[src/rtl/lfsr_sched.sv]
// Round-robin scheduler sharing one 8-bit Fibonacci LFSR (taps 8,6,5,4) among NREQ requesters.
// Each grant streams len bytes tagged with the requester ID; seed writes wait until the engine is idle.
module lfsr_sched #(
    parameter int NREQ = 4,
    parameter int IDW  = 2
) (
    input  logic                 clk_i,
    input  logic                 rst_ni,
    input  logic [NREQ-1:0]      req_i,
    input  logic [8*NREQ-1:0]    req_len_i,
    output logic [NREQ-1:0]      gnt_o,
    output logic [NREQ-1:0]      done_o,
    output logic [7:0]           dout_o,
    output logic                 dout_vld_o,
    input  logic                 dout_rdy_i,
    output logic                 dout_last_o,
    output logic [IDW-1:0]       dout_id_o,
    input  logic                 seed_we_i,
    input  logic [7:0]           seed_i,
    output logic                 busy_o
);

    // state  | meaning
    // IDLE   | no burst; pending seed applied, arbitration from ptr
    // GRANT  | winner granted, burst length latched
    // STREAM | words offered on dout, LFSR steps per handshake
    // DONE   | done pulse for winner, pointer moves past it
    typedef enum logic [1:0] {IDLE, GRANT, STREAM, DONE} state_t;

    localparam logic [IDW+1:0] NREQ_W = (IDW+2)'(NREQ);
    localparam logic [IDW-1:0] LAST_ID = IDW'(NREQ - 1);

    state_t          state_q, state_d;
    logic [7:0]      lfsr_q, lfsr_d;
    logic [IDW-1:0]  ptr_q, ptr_d;
    logic [IDW-1:0]  win_q, win_d;
    logic [8:0]      rem_q, rem_d;
    logic            pend_q, pend_d;
    logic [7:0]      pseed_q, pseed_d;

    logic            hs;
    logic            last_word;
    logic            fb;
    logic [2*NREQ-1:0] req_shift;
    logic [IDW:0]    off;
    logic [IDW+1:0]  wsum;
    logic [IDW-1:0]  win_sel;
    logic [7:0]      len_sel;

    assign hs        = (state_q == STREAM) && dout_rdy_i;
    assign last_word = (rem_q == 9'd1);
    assign fb        = lfsr_q[0] ^ lfsr_q[2] ^ lfsr_q[3] ^ lfsr_q[4];

    // Doubling the request vector turns the rotate-by-ptr into a plain shift.
    always_comb begin
        req_shift = {req_i, req_i} >> ptr_q;
        off = '0;
        for (int k = 2*NREQ-1; k >= 0; k--) begin
            if (req_shift[k]) off = (IDW+1)'(k);
        end
        wsum = {2'b00, ptr_q} + {1'b0, off};
        if (wsum >= NREQ_W) wsum = wsum - NREQ_W;
        win_sel = wsum[IDW-1:0];
    end

    always_comb begin
        len_sel = '0;
        for (int i = 0; i < NREQ; i++) begin
            if (win_q == IDW'(i)) len_sel = req_len_i[8*i +: 8];
        end
    end

    always_ff @(posedge clk_i or negedge rst_ni) begin
        if (!rst_ni) state_q <= IDLE;
        else         state_q <= state_d;
    end

    always_comb begin
        state_d = state_q;
        case (state_q)
            IDLE:    if (|req_i) state_d = GRANT;
            GRANT:   state_d = STREAM;
            STREAM:  if (hs && last_word) state_d = DONE;
            DONE:    state_d = IDLE;
            default: state_d = IDLE;
        endcase
    end

    always_comb begin
        gnt_o       = '0;
        done_o      = '0;
        dout_vld_o  = 1'b0;
        dout_last_o = 1'b0;
        dout_id_o   = '0;
        busy_o      = (state_q != IDLE);
        dout_o      = lfsr_q;
        if (state_q != IDLE) begin
            gnt_o     = NREQ'(1) << win_q;
            dout_id_o = win_q;
        end
        if (state_q == STREAM) begin
            dout_vld_o  = 1'b1;
            dout_last_o = last_word;
        end
        if (state_q == DONE) done_o = NREQ'(1) << win_q;
    end

    always_comb begin
        lfsr_d  = lfsr_q;
        ptr_d   = ptr_q;
        win_d   = win_q;
        rem_d   = rem_q;
        pend_d  = pend_q;
        pseed_d = pseed_q;
        if (seed_we_i) begin
            pend_d  = 1'b1;
            pseed_d = seed_i;
        end
        case (state_q)
            IDLE: begin
                // An all-zero seed would lock the LFSR, so it is replaced by 01.
                if (pend_q) begin
                    lfsr_d = (pseed_q == 8'h00) ? 8'h01 : pseed_q;
                    if (!seed_we_i) pend_d = 1'b0;
                end
                if (|req_i) win_d = win_sel;
            end
            GRANT:  rem_d = (len_sel == 8'h00) ? 9'd256 : {1'b0, len_sel};
            STREAM: begin
                if (hs) begin
                    lfsr_d = {fb, lfsr_q[7:1]};
                    rem_d  = rem_q - 9'd1;
                end
            end
            DONE:   ptr_d = (win_q == LAST_ID) ? '0 : win_q + 1'b1;
            default: ;
        endcase
    end

    always_ff @(posedge clk_i or negedge rst_ni) begin
        if (!rst_ni) begin
            lfsr_q  <= 8'h01;
            ptr_q   <= '0;
            win_q   <= '0;
            rem_q   <= '0;
            pend_q  <= 1'b0;
            pseed_q <= '0;
        end else begin
            lfsr_q  <= lfsr_d;
            ptr_q   <= ptr_d;
            win_q   <= win_d;
            rem_q   <= rem_d;
            pend_q  <= pend_d;
            pseed_q <= pseed_d;
        end
    end

endmodule

[config.mk]
export PLATFORM = sky130hd
export DESIGN_NAME = lfsr_sched
export DESIGN_NICKNAME = d
export VERILOG_FILES = /design/src/rtl/lfsr_sched.sv
export SDC_FILE = /design/constraint.sdc
export NUM_CORES = 1
export LEC_CHECK = 0
export ABC_CLOCK_PERIOD_IN_PS = 2000
export BUFFER_PORTS_ARGS = -buffer_cell sky130_fd_sc_hd__buf_4
export CAP_MARGIN = 20
export CORE_UTILIZATION = 27
export DETAILED_ROUTE_END_ITERATION = 16
export PLACE_DENSITY = 0.51
export SLEW_MARGIN = 25
export SYNTH_ARGS = -nofsm -noshare
export SYNTH_HDL_FRONTEND = slang
export SYNTH_SLANG_ARGS = --single-unit
[constraint.sdc]
create_clock -name clk_i -period 2 [get_ports clk_i]
set_input_delay 0.6 -clock clk_i [delete_from_list [all_inputs] [get_ports clk_i]]
set_output_delay 0.6 -clock clk_i [all_outputs]
set_load 0.05 [all_outputs]
# ---- Yosys cells after proc, flatten, opt, wreduce, memory -nomap -nowiden
# Index checks and enable logic that the tools add are counted.
dict set report totals {
  ff_bits 32
  inputBits 48
  out_inout_bits 21
}
dict set report classes {
  addsub 4
  magnitude_cmp 1
  n_eq_ne 11
  shifts 2
  n_mux 33
  n_bitwise 3
  reduce_logical 14
}
# operator n
set op_table {}
lappend op_table {{8-bit two-way mux} 7}
lappend op_table {{3-bit two-way mux} 8}
lappend op_table {{9-bit two-way mux} 2}
lappend op_table {{9-bit case mux with 2 select lines} 1}
lappend op_table {{8-bit zero test} 2}
lappend op_table {{8-bit case mux with 2 select lines} 1}
lappend op_table {{2-bit two-way mux} 5}
lappend op_table {{9-bit by 1-bit == test with 1-bit output (second input constant)} 1}
lappend op_table {{9-bit by 1-bit subtractor with 9-bit output (second input constant)} 1}
lappend op_table {{2-bit == test (second input constant)} 4}
lappend op_table {{4-bit two-way mux} 2}
lappend op_table {{2-bit case mux with 4 select lines} 1}
lappend op_table {{8-bit by 2-bit right shift with 8-bit output} 1}
lappend op_table {{1-bit two-way mux} 6}
lappend op_table {{2-bit inequality test (second input constant)} 3}
lappend op_table {{2-bit AND reduction} 3}
lappend op_table {{2-bit nonzero test} 3}
lappend op_table {{2-bit by 3-bit adder with 4-bit output} 1}
lappend op_table {{2-bit by 1-bit == test with 1-bit output (second input constant)} 2}
lappend op_table {{4-bit by 3-bit >= comparator with 1-bit output (second input constant)} 1}
lappend op_table {{2-bit zero test} 2}
lappend op_table {{4-bit OR reduction} 1}
lappend op_table {{1-bit by 2-bit left shift with 4-bit output (first input constant)} 1}
lappend op_table {{3-bit AND reduction} 1}
lappend op_table {{other kinds (5)} 8}

# ---- Depth between registers and ports, before layout
dict set report logic_depth {
  word_depth 12
  mapped_depth 10
}

# ---- Worst setup path before layout
# No wires, ideal clock.
dict set report synth_timing {
  path_type {register to output}
  from {reg state_q[0]}
  to {out dout_last_o}
  arrival_time_ps 1948
  slack_ps -548
  stages_incl_launch_ff 6
  path_buffers 2
  cell_sequence {dfrtp_1 -> inv_1 -> ha_1 -> buf_2 -> clkbuf_1 -> and2_1}
}
dict set report synth_via {
  elab_chain_cells 2
}
# item line
set synth_rtl {}
lappend synth_rtl {{from (decl)} 33} ;# state_t state_q, state_d;
lappend synth_rtl {{from (signal assigned)} 75} ;# else state_q <= state_d;
lappend synth_rtl {{2-bit == test} 101} ;# if (state_q == STREAM) begin
lappend synth_rtl {{1-bit two-way mux} 101}
lappend synth_rtl {{to (decl)} 16} ;# output logic dout_last_o,
# No other way between the ends.

# ---- Worst setup path after layout
dict set report layout_timing {
  from {reg rem_q[5]}
  to {out dout_last_o}
}
dict set report layout_via {
  elab_chain_cells 2
}
# item line
set layout_rtl {}
lappend layout_rtl {{from (decl)} 37} ;# logic [8:0] rem_q, rem_d;
lappend layout_rtl {{from (signal assigned)} 152} ;# rem_q <= rem_d;
lappend layout_rtl {{9-bit by 1-bit == test with 1-bit output} 51} ;# assign last_word = (rem_q == 9'd1);
lappend layout_rtl {{1-bit two-way mux} 101}
# No other way between the ends.

==> metrics.cfg <==
[place]
place_area_um2 = 3033
dp_hpwl_um = 4801
io_buffer_count = 68
gp_congestion = 0.8061

[critical_path]
crit_type = flop to output pin
rrSetupSlack_ns = 0.11
cp-end-kind = output pin
critPathLaunchType = flop
r2r-end = state_q[1]
critical_path_arrival_ns = 1.61
crit_required_ns = 1.40
reg2reg_depth = 8
regToRegStartpoint = rem_q[5]
setup.worst_path.start = rem_q[5]
crit_fanout = 3

[floorplan]
fp.dieW_um = 93.94
pin_count = 69
dieArea_um2 = 8824
initial_core_util = 0.2778
die_y_um = 93.94
row_count = 33
core_area_um2 = 8217

[layout]
nets = 401
finalInstanceArea_um2 = 3381
mostFrequentLayoutCell = buf_4
area_growth_pct = 48.14
diodes = 0
utilization = 0.4115
drive_above_1_share = 0.4198
fillers = 810
final_cell_mix = buf_4, dfrtp_1, a21oi_1, nor2_1, nand2_1

[clock_tree]
cts_root_buffer = clkbuf_8
cts_buffers = 5
cts_tree = yes
clkTransAtPathRegs_ns = 0.08
clock-sinks = 32
clk_latency_ns = 0.29
htree_levels = 2
clockBufferDepth = 2

[sta]
layout_setup_ws_ns = -0.2116
slew_headroom = 0.6973
period_share = 1.106
holdWs_ns = 0.2448
slew_viol_final = 0
clock-skew-final_ns = 0.009390
tightestPinTransition_ns = 0.4541
setup_viol = 1
max_freq_mhz = 452.2
period_needed_ns = 2.212
finalHoldViolations = 0
grt_setup_unrepaired = true

[flow_run]
drv_cap = 0

[drt]
drtPass1Iterations = 12
viasPerCell = 4.938
first_iter_violations = 81
drc = 1
wl_per_cell_um = 14.34
vias = 2212
drt_wl_total_um = 6424
postRouteAntennaNets = 0

[yosys]
synth_edf_count = 0
syn-instance-count = 257
synth_cell_types = 50
yosysWarningCount = 0
synthArstFlopShare = 1.000
synth-seq-cells = 32
ys_seq_area_frac = 0.3514
synthFlopType = dfrtp_1
avgSynthCellArea_um2 = 8.880
synth_fp_nets = 316
synth.cell_area_um2 = 2282

[run_status]
outcome = finished, violations left
violations = DRC, setup timing

[grt]
grt_pass1_wl_um = 10620
grt_usage = 0.1546
grt_max_degree = 33
grt_pass1_vias = 2190
antenna_found_initial = 0
globalRoute.totalOverflow = 0

[power]
p_per_area_nw_per_um2 = 1747
power_leakage_uw = 0.001463
ir_drop_mv = 0.6312

[hold_path]
hold_path_class = input pin to async pin

-- cells by family (layout without fill, tap and decap cells) --
logic type / after synthesis / count (layout) / synth area share
AND/OR/NAND/NOR: 83 / 83 / 0.1842
AO/OA/AOI/OAI: 75 / 75 / 0.2122
flip-flops: 32 / 32 / 0.3514
buffers and inverters: 26 / 112 / 0.05428
multiplexers: 24 / 24 / 0.1146
adder cells (fa/ha/maj): 11 / 11 / 0.06031
XOR/XNOR: 6 / 6 / 0.02303
-- flip-flops by register name (all words and copies together), names as in the netlist --
| name | cells |
|---|---|
| rem_q | 9 |
| state_q | 2 |
| pseed_q | 8 |
| win_q | 2 |
| ptr_q | 2 |
| dout_o | 8 |
| pend_q | 1 |
-- metal layers --
layer  GRT usage  vias up  share of wire
met3     0.03317        0          0.036
li1            -     1094              -
met1      0.2029     1071           0.46
met2      0.2561       47           0.51
met5           0        -              0
met4     0.03974        0              0
-- area by class of cell --
class / count / area (um2) / area share
sequential: 32 / 805.8 / 0.2383
clock inverter: 3 / 23.77 / 0.007032
tap: 105 / 131.4 / 0.03886
inverter: 12 / 50.05 / 0.01480
clock buffer: 5 / 68.82 / 0.02036
multi-input combinational: 199 / 1516 / 0.4486
timing repair buffer: 92 / 784.5 / 0.2321
-- how the worst max path moves through the flow --
stage,cells past startpoint,endpoint
floorplan,5,dout_last_o
global placement,5,dout_last_o
detailed placement,5,dout_last_o
CTS,5,dout_last_o
global route,5,dout_last_o
finish,5,dout_last_o
-- worst max-delay path, cell delays in order (launching register included) --
cell and delay (ns):
dfrtp_1 0.40, nor3_2 0.20, nand2_1 0.13, nor4b_2 0.27
and2_4 0.20, buf_8 0.14
-- timing repair --
| action | 4_1_cts | 5_1_grt |
|---|---|---|
| pin swaps | 3 | 8 |
| hold buffers | 0 | 0 |
| gates resized for setup | 20 | 25 |
| setup endpoints to repair | 10 | 14 |
| setup buffers | 6 | 3 |
-- cells in the mapped netlist, types with 3 or more instances --
cell type,instances,share of area
a21oi_1,26,0.057
a221o_1,3,0.013
and2_1,5,0.014
buf_2,6,0.013
clkbuf_1,5,0.0082
dfrtp_1,31,0.34
ha_1,11,0.060
inv_1,11,0.018
mux2_2,11,0.054
mux2i_1,10,0.044
nand2_1,21,0.035
nand2b_1,4,0.011
nand3_1,4,0.0088
nor2_1,26,0.043
nor2b_1,6,0.016
nor3_1,7,0.015
nor4_1,4,0.011
o21ai_0,13,0.029
o21ai_1,8,0.018
o22ai_1,3,0.0082
xnor2_1,5,0.019
-- power breakdown --
group | internal, uW | switching (uW) | leakage [uW]
Sequential | 936 | 302 | 0.000368
Combinational | 1860 | 2280 | 0.00106
Clock | 247 | 280 | 0.0000404
-- per-stage QoR --
| stage | power [uW] | setup TNS [ns] | setup slack (ns) | instances |
|---|---|---|---|---|
| 2_1_floorplan | 3817 | -0.2265 | -0.2123 | 257 |
| 3_3_place_gp | 4885 | -0.006257 | -0.006257 | 432 |
| 3_5_place_dp | 4911 | 0 | 0.01888 | 432 |
| 4_1_cts | 5676 | -0.2593 | -0.2521 | 446 |
| 5_1_grt | 6384 | -0.3604 | -0.3004 | 448 |
| 6_report | 5905 | -0.2116 | -0.2116 | 448 |
Power figures use the tool's default switching activity.
